**config.mk**
```make
export PLATFORM = sky130hd
export DESIGN_NAME = bpf_fir_mac
export DESIGN_NICKNAME = d
export VERILOG_FILES = /design/src/rtl/bpf_pkg.sv /design/src/rtl/bpf_coef_rom.sv /design/src/rtl/bpf_fir_mac.sv
export SDC_FILE = /design/constraint.sdc
export NUM_CORES = 1
export LEC_CHECK = 0
export ABC_AREA = 1
export CORE_MARGIN = 1.5
export CORE_UTILIZATION = 60
export CTS_BUF_LIST = sky130_fd_sc_hd__clkbuf_8
export CTS_CLUSTER_DIAMETER = 100
export CTS_CLUSTER_SIZE = 40
export DETAILED_ROUTE_END_ITERATION = 8
export PLACE_DENSITY = 0.86
export REMOVE_ABC_BUFFERS = 1
export SLEW_MARGIN = 20
export SYNTH_ARGS = -nofsm -noshare
export SYNTH_HDL_FRONTEND = slang
export SYNTH_SLANG_ARGS = --single-unit
```
**constraint.sdc**
```tcl
create_clock -name CLK -period 7.25 [get_ports CLK]
set_input_delay 1.0875 -clock CLK [delete_from_list [all_inputs] [get_ports CLK]]
set_output_delay 1.0875 -clock CLK [all_outputs]
set_load 0.01 [all_outputs]
```
**src/rtl/bpf_pkg.sv**
```systemverilog
// Shared definitions for the bandpass FIR stage: default widths, FSM encoding,
// the Q0.15 tap coefficients and the output saturation bounds.
package bpf_pkg;

    function automatic longint sat_max(input int width);
        return (longint'(1) << (width - 1)) - 1;
    endfunction

    function automatic longint sat_min(input int width);
        return -(longint'(1) << (width - 1));
    endfunction

    localparam int LOG2_NTAPS_DEF  = 4;
    localparam int NTAPS_DEF       = 1 << LOG2_NTAPS_DEF;
    localparam int DIN_WL_DEF      = 18;
    localparam int COEF_WL_DEF     = 16;
    localparam int ACC_WL_DEF      = DIN_WL_DEF + COEF_WL_DEF + LOG2_NTAPS_DEF;
    localparam int OUT_SHIFT_DEF   = 15;
    localparam int DOUT_WL_DEF     = 18;

    localparam longint DOUT_MAX_DEF = sat_max(DOUT_WL_DEF);
    localparam longint DOUT_MIN_DEF = sat_min(DOUT_WL_DEF);

    localparam logic [1:0] ST_IDLE  = 2'd0;
    localparam logic [1:0] ST_MAC   = 2'd1;
    localparam logic [1:0] ST_FINAL = 2'd2;
    localparam logic [1:0] ST_OUT   = 2'd3;

    // Symmetric (linear-phase) taps; DC gain is 8210/32768.
    localparam logic signed [COEF_WL_DEF-1:0] H_COEF [NTAPS_DEF] = '{
          16'sd256,  -16'sd512, -16'sd1024,   16'sd768,
         16'sd2048,  16'sd1536, -16'sd3072,  16'sd4105,
         16'sd4105, -16'sd3072,  16'sd1536,  16'sd2048,
          16'sd768, -16'sd1024,  -16'sd512,   16'sd256
    };

endpackage

```
**src/rtl/bpf_coef_rom.sv**
```systemverilog
// Combinational coefficient ROM indexed by tap number, filled from bpf_pkg.
module bpf_coef_rom
    import bpf_pkg::*;
#(
    parameter int LOG2_NTAPS      = LOG2_NTAPS_DEF,
    parameter int COEF_WORDLENGTH = COEF_WL_DEF
) (
    input  logic        [LOG2_NTAPS-1:0]      addr,
    output logic signed [COEF_WORDLENGTH-1:0] coef
);

    assign coef = COEF_WORDLENGTH'(H_COEF[addr]);

endmodule

```
**src/rtl/bpf_fir_mac.sv**
```systemverilog
// Serial single-multiplier FIR: one accepted sample yields one filtered output
// after NTAPS multiply-accumulate cycles, with RTS/RTR handshakes on both sides.
module bpf_fir_mac
    import bpf_pkg::*;
#(
    parameter int LOG2_NTAPS      = LOG2_NTAPS_DEF,
    parameter int DIN_WORDLENGTH  = DIN_WL_DEF,
    parameter int COEF_WORDLENGTH = COEF_WL_DEF,
    parameter int ACC_WORDLENGTH  = ACC_WL_DEF,
    parameter int OUT_SHIFT       = OUT_SHIFT_DEF,
    parameter int DOUT_WORDLENGTH = DOUT_WL_DEF
) (
    input  logic                              CLK,
    input  logic                              RESET,
    input  logic                              FIR_IN_RTS,
    output logic                              FIR_IN_RTR,
    input  logic signed [DIN_WORDLENGTH-1:0]  FIR_IN_DAT,
    output logic                              FIR_OUT_RTS,
    input  logic                              FIR_OUT_RTR,
    output logic signed [DOUT_WORDLENGTH-1:0] FIR_OUT_DAT
);

    localparam int NTAPS           = 1 << LOG2_NTAPS;
    localparam int PROD_WORDLENGTH = DIN_WORDLENGTH + COEF_WORDLENGTH;
    localparam int ROUND_POS       = (OUT_SHIFT > 0) ? OUT_SHIFT - 1 : 0;

    localparam logic signed [ACC_WORDLENGTH-1:0] ROUND_TERM =
        (OUT_SHIFT > 0) ? (ACC_WORDLENGTH'(1) << ROUND_POS) : '0;
    localparam logic signed [ACC_WORDLENGTH-1:0] SAT_HI =
        ACC_WORDLENGTH'(sat_max(DOUT_WORDLENGTH));
    localparam logic signed [ACC_WORDLENGTH-1:0] SAT_LO =
        ACC_WORDLENGTH'(sat_min(DOUT_WORDLENGTH));

    logic        [1:0]                   state;
    logic        [LOG2_NTAPS-1:0]        wptr;
    logic        [LOG2_NTAPS-1:0]        k;
    logic        [LOG2_NTAPS-1:0]        rd_addr;
    logic signed [DIN_WORDLENGTH-1:0]    dline [NTAPS];
    logic signed [DIN_WORDLENGTH-1:0]    tap_sample;
    logic signed [COEF_WORDLENGTH-1:0]   coef;
    logic signed [PROD_WORDLENGTH-1:0]   product;
    logic signed [ACC_WORDLENGTH-1:0]    product_ext;
    logic signed [ACC_WORDLENGTH-1:0]    acc;
    logic signed [ACC_WORDLENGTH-1:0]    rounded;
    logic signed [ACC_WORDLENGTH-1:0]    shifted;
    logic signed [DOUT_WORDLENGTH-1:0]   sat_val;
    logic                                in_xfc;
    logic                                out_xfc;

    assign FIR_IN_RTR  = (state == ST_IDLE) && !RESET;
    assign FIR_OUT_RTS = (state == ST_OUT) && !RESET;
    assign in_xfc      = FIR_IN_RTS && FIR_IN_RTR;
    assign out_xfc     = FIR_OUT_RTS && FIR_OUT_RTR;

    // wptr has already advanced past the newest sample, so x[n-k] sits at wptr-1-k.
    assign rd_addr    = wptr - LOG2_NTAPS'(1) - k;
    assign tap_sample = dline[rd_addr];

    bpf_coef_rom #(
        .LOG2_NTAPS      (LOG2_NTAPS),
        .COEF_WORDLENGTH (COEF_WORDLENGTH)
    ) u_coef_rom (
        .addr (k),
        .coef (coef)
    );

    assign product     = PROD_WORDLENGTH'(tap_sample) * PROD_WORDLENGTH'(coef);
    assign product_ext = {{(ACC_WORDLENGTH - PROD_WORDLENGTH){product[PROD_WORDLENGTH-1]}}, product};

    assign rounded = acc + ROUND_TERM;
    assign shifted = rounded >>> OUT_SHIFT;

    always_comb begin
        sat_val = shifted[DOUT_WORDLENGTH-1:0];
        if (shifted > SAT_HI) begin
            sat_val = SAT_HI[DOUT_WORDLENGTH-1:0];
        end else if (shifted < SAT_LO) begin
            sat_val = SAT_LO[DOUT_WORDLENGTH-1:0];
        end
    end

    always_ff @(posedge CLK) begin
        if (RESET) begin
            state       <= ST_IDLE;
            wptr        <= '0;
            k           <= '0;
            acc         <= '0;
            FIR_OUT_DAT <= '0;
            for (int i = 0; i < NTAPS; i++) begin
                dline[i] <= '0;
            end
        end else begin
            case (state)
                ST_IDLE: begin
                    if (in_xfc) begin
                        dline[wptr] <= FIR_IN_DAT;
                        wptr        <= wptr + LOG2_NTAPS'(1);
                        acc         <= '0;
                        k           <= '0;
                        state       <= ST_MAC;
                    end
                end
                ST_MAC: begin
                    acc <= acc + product_ext;
                    k   <= k + LOG2_NTAPS'(1);
                    if (k == LOG2_NTAPS'(NTAPS - 1)) begin
                        state <= ST_FINAL;
                    end
                end
                ST_FINAL: begin
                    FIR_OUT_DAT <= sat_val;
                    state       <= ST_OUT;
                end
                ST_OUT: begin
                    // Output holds here under backpressure; input stays blocked.
                    if (out_xfc) begin
                        state <= ST_IDLE;
                    end
                end
                default: state <= ST_IDLE;
            endcase
        end
    end

endmodule

```
Word level (Yosys, flattened, before mapping)
Memories as Yosys holds them, arrays and structs flattened.
Index checks and enable logic that the tools add are counted.
{"block": "totals", "ramBits": 288, "inputBits": 22, "elab_cells": 57, "romBits": 256, "ff_bits": 66, "memories": 2, "out_inout_bits": 20}
{"block": "op_classes", "add_sub_neg": 6, "mul": 1, "mux": 21, "reduce_logical": 11, "eq_ne": 7, "bitwise": 1, "n_lt_le_gt_ge": 3}
{"name": "dline", "words": 16, "width": 18, "rd": 1, "rd_clocked_by_memory_dff": 0, "write_ports": 16, "line_no": "bpf_fir_mac.sv:38", "rtl": "logic signed [DIN_WORDLENGTH-1:0] dline [NTAPS];"}
{"name": "(name not given)", "words": 16, "width": 16, "rd": 1, "rd_clocked_by_memory_dff": 0, "write_ports": 0, "line_no": "bpf_coef_rom.sv:12", "rtl": "assign coef = COEF_WORDLENGTH'(H_COEF[addr]);"}
{"op": "$pmux W38 S2", "n": 1}
{"op": "$mux W18", "n": 3}
{"op": "$add A38 B16 Y38 const B", "n": 1}
{"op": "$add A38 B34 Y38", "n": 1}
{"op": "$mux W38", "n": 1}
{"op": "$mul A18 B16 Y34", "n": 1}
{"op": "$mux W16", "n": 2}
{"op": "$gt A23 B18 Y1 const B", "n": 1}
{"op": "$lt A23 B18 Y1 const B", "n": 1}
{"op": "$reduce_or A18 Y1", "n": 1}
{"op": "$add A4 B1 Y4 const B", "n": 2}
{"op": "$mux W4", "n": 2}
{"op": "$pmux W2 S4", "n": 1}
{"op": "$pmux W4 S2", "n": 1}
{"op": "$mux W1", "n": 7}
{"op": "$mux W2", "n": 3}
{"op": "$ne A2 B2 Y1 const B", "n": 3}
{"op": "$ge A5 B5 Y1 const B", "n": 1}
{"op": "$not A4 Y5", "n": 1}
{"op": "$eq A2 B2 Y1 const B", "n": 2}
{"op": "$eq A4 B4 Y1 const B", "n": 1}
{"op": "$logic_and A1 B1 Y1", "n": 4}
{"op": "$reduce_and A2 Y1", "n": 2}
{"op": "$sub A4 B1 Y4 const B", "n": 1}
{"op": "other kinds (6)", "n": 6}

Logic depth before layout (Yosys ltp)
{"block": "logic_depth", "ltp_word": 9, "ltp_mapped": 39, "depth_no_buf": 37}

Hierarchy
From an unflattened synthesis, not the netlist that was laid out.
{"block": "unflattened", "hier_cells": 3357, "hier_area_um2": 29630.9}
{"mod": "bpf_fir_mac", "cells_per_inst": 3301, "n_inst": 1, "area_per_inst_um2": 29338.1, "seq_area_each_um2": 9969.6}
{"mod": "bpf_coef_rom", "cells_per_inst": 56, "n_inst": 1, "area_per_inst_um2": 292.8, "seq_area_each_um2": 0.0}

Least setup slack after synthesis
Ideal clock, no wire load.
{"block": "synth_timing", "kind": "register to register", "start": "register k[0]", "end": "register acc[21]", "setup_ns": 0.132, "n_path_buf": 2, "path_slack_ns": 0.165, "stages_incl_launch_ff": 34, "period_less_slack_ns": 7.085, "arrival_time_ns": 6.953, "t_required_ns": 7.118, "cell_sequence": "dfxtp_1 > inv_1 > ha_1 > inv_1 > fa_1 > inv_1 > buf_2 > clkbuf_1 > a21oi_1 > a32o_1 > nand2_1 > o21ai_0 > nand2_1 > nand2_1 > inv_1 > nand2_1 > fa_1 > inv_1 > fa_1 > fa_1 > fa_1 > inv_1 > fa_1 > fa_1 > inv_1 > ha_1 > nand2_1 > nor2_1 > inv_1 > nor3_1 > a21oi_1 > or2_2 > nand3_1 > a21oi_1"}
{"block": "synth_via", "elab_chain_len": 7}
{"item": "start, declared", "line_no": "bpf_fir_mac.sv:36", "rtl": "logic [LOG2_NTAPS-1:0] k;"}
{"item": "start signal, assigned", "line_no": "bpf_fir_mac.sv:105", "rtl": "k <= k + LOG2_NTAPS'(1);"}
{"item": "parallel branches: the longest is 4 deep, another holds $mem_v2 Z16 W18"}
{"item": "$mul A18 B16 Y34 *", "line_no": "bpf_fir_mac.sv:67", "rtl": "assign product = PROD_WORDLENGTH'(tap_sample) * PROD_WORDLENGTH'(coef);"}
{"item": "$add A38 B34 Y38 *", "line_no": "bpf_fir_mac.sv:104", "rtl": "acc <= acc + product_ext;"}
{"item": "$pmux W38 S2 *", "line_no": "bpf_fir_mac.sv:93", "rtl": "case (state)"}
{"item": "end signal, assigned", "line_no": "bpf_fir_mac.sv:104"}
{"item": "end, declared", "line_no": "bpf_fir_mac.sv:43", "rtl": "logic signed [ACC_WORDLENGTH-1:0] acc;"}
Every way passes the cells marked *. The select of a mux whose other input is x is not followed.
A chain may end at the register's enable or synchronous reset.

Final worst setup path
{"block": "layout_timing", "start": "register k[0]", "end": "register acc[34]"}
The elaborated chain is that of the path after synthesis.

==> qor.txt <==
number of global-route vias before repair - 22.4k
final clock skew - 0.0848 ns
Slowest-stage cell, CP - fa_2
critical path arrival - 7.93 ns
HPWL Detailed - 56400 um
# nets final - 3590
Chip Width - 213 um
Initial DRT Pass Iterations - 7
Worst setup EP type - register
final-report hold violation count - 0
post-place setup slack - -0.551 ns
Synth Area per Inst - 8.75 um^2
final cell count without fillers - 3762
status - complete, but fails checks
die area - 45200 um^2
Num CTS Buffers - 15
gp weighted congestion - 0.979
initial antenna violation count - 0
drt wl/cell - 21.1 um
Final ANT Viol Nets - 0
H-tree Lvls - 1
failing checks - negative setup slack
Yosys top cell area share - 32.8%
async set or reset register ratio after synthesis - 0%
Starting Density - 61.0%
Main synth FF type - edfxtp_1
Worst EP required - 7.79 ns
vias per cell - 5.93
Crit Path Category - reg -> reg
Clock Sinks - 354
Die H - 213 um
boundary pin count - 42
final setup vio count - 20
Layout area overhead - 16.5%
CP Max Fanout - 12
sequential area share after synthesis - 37.9%
Routed WL - 79300 um
clock-pin transition on the worst setup and hold timing paths - 0.20 ns
Slew HR - 31.8%
Setup crit start kind - register
DRC - 0
top cells by area, synth - edfxtp_1 33%, fa_1 16%, ha_1 9.2%, nand2_1 9.1%, nor2_1 7.0%
# diodes - 0
Final WS setup - -0.139 ns
number of synthesized flops with an enable pin - 288
first-pass GRT wire length - 120000 um
Remaining Overflow, GRT - 0
Least-Margin Pin Slew - 1.02 ns
cell taking the most area after synthesis - edfxtp_1
highest clock rate - 135 MHz
Max Cap Viol - 0
Site Rows - 76
max-slew violation count - 0
Starting DRT DRC Count - 2608
Syn Std Cell Area - 26300 um^2
Final Cycle Share - 102%
ratio of cells with drive above 1 in the final layout - 18.8%
CTS tree - done
Min Clock Period, post-route - 7.39 ns
placed cells - 3708
IO buf count - 41
Finished Core Util - 71.1%
count of cell types in the netlist - 50
slowest stage delay, CP - 0.60 ns
cell chosen for the clock root - clkbuf_8
worst-skew pair later-pin latency - 0.68 ns
Synth Register Bits - 354
Synth Instances - 3009
Post-CTS Hold Buffers - 0
Hold Path Class - reg -> reg
Via Count - 22.3k
CP dominant cell by count - inv_2
floorplan core area - 43200 um^2
unrepaired setup endpoints after global routing - true
Clock Tree Buf Depth - 3
Global Route Usage Sum - 35.0%
largest net degree at the start of global routing - 72
Ys Warns - 0
[worst max-delay path: cells and delay by family, from the launching register on]
kind | cells | cell delay (ns)
flip-flops | 1 | 0.37
adder cells (fa/ha/maj) | 9 | 4.06
buffers and inverters | 13 | 1.29
AND/OR/NAND/NOR | 6 | 0.52
AO/OA/AOI/OAI | 7 | 1.02
[sequential cells by signal, summed over array words and instances, names as in the netlist]
name / count
dline: 288
acc: 38
FIR_OUT_DAT: 18
k: 4
wptr: 4
state: 2
[cell families after synthesis]
family | Yosys count | share of synthesized area, %
xor+xnor | 14 | 0.494
simple gates | 1273 | 19.4
flops | 354 | 37.9
compound gates | 379 | 8.75
buf+inv | 589 | 8.67
fa+ha+maj | 400 | 24.9
[through the flow]
stage / cell area, um^2 / TNS (ns) / hold slack (ns)
floorplan: 25800 / -129.60 / 0.444
global placement: 28600 / -4.72 / 0.458
detailed placement: 28600 / -5.81 / 0.456
CTS: 29700 / -1.14 / 0.476
global route: 30700 / -6.60 / 0.498
finish: 30700 / -1.24 / 0.475
[area by class of cell]
cell class              instances  area (um^2)
multi-input cells            2066        15500
inverters                     466         1770
fillers                      3095        12500
repair buffers                265         2430
clock inverters                11          128
flip-flops and latches        354         9970
clock buffers                  15          206
well taps                     585          732
[routing by layer]
| layer | global-route usage (%) | part of all wire, % | routed length, um |
|---|---|---|---|
| met3 | 8.27 | 12 | 9650 |
| met1 | 48.0 | 39 | 30500 |
| met5 | 0 | 0 | 0 |
| met4 | 11.7 | 3.5 | 2800 |
| met2 | 55.0 | 46 | 36300 |
[what timing repair did]
action                     4_1_cts  5_1_grt
setup endpoints to repair       23       25
gates cloned                     2        3
pin swaps                       50      132
resized for setup              176      260
setup buffers                    8       17
[final timing paths]
path,depth (start not counted),startpoint,end,slack [ns]
worst max-delay path,35,k[0]$_SDFFE_PP0P_,acc[34]$_SDFFE_PP0P_,-0.14
worst min-delay path,2,FIR_OUT_DAT[7]$_SDFFE_PP0P_,FIR_OUT_DAT[7]$_SDFFE_PP0P_,0.47
worst max register to register,35,k[0]$_SDFFE_PP0P_,acc[34]$_SDFFE_PP0P_,-0.14
worst min register to register,2,FIR_OUT_DAT[7]$_SDFFE_PP0P_,FIR_OUT_DAT[7]$_SDFFE_PP0P_,0.47
[placed cells by master (no fill, tap or decap), drive strengths merged, types with 3 or more instances in the layout]
master,synthesis,layout
nor3,14,14
clkinv,2,5
nand3b,13,13
o21ai,95,95
a32oi,30,30
xnor2,5,5
nor4,3,3
nand3,73,73
o21bai,6,6
a32o,38,38
edfxtp,288,288
clkbuf,90,18
fa,206,206
or2,7,7
nor2,498,498
dfxtp,66,66
inv,464,471
ha,194,194
nand2,655,655
nand4,7,7
buf,33,222
xor2,9,9
a21o,3,3
clkdlybuf4s50,0,40
o21a,4,4
a21oi,192,192
[Yosys cell counts (38+ instances only)]
master / count
inv_1: 458
dfxtp_1: 66
clkbuf_1: 90
edfxtp_1: 288
a32o_1: 38
fa_1: 206
nand3_1: 69
ha_1: 194
nand2_1: 639
o21ai_0: 92
a21oi_1: 181
nor2_1: 490
Power is not shown: default switching activity piles up to over one toggle a cycle in this logic, so the estimate is an artifact.
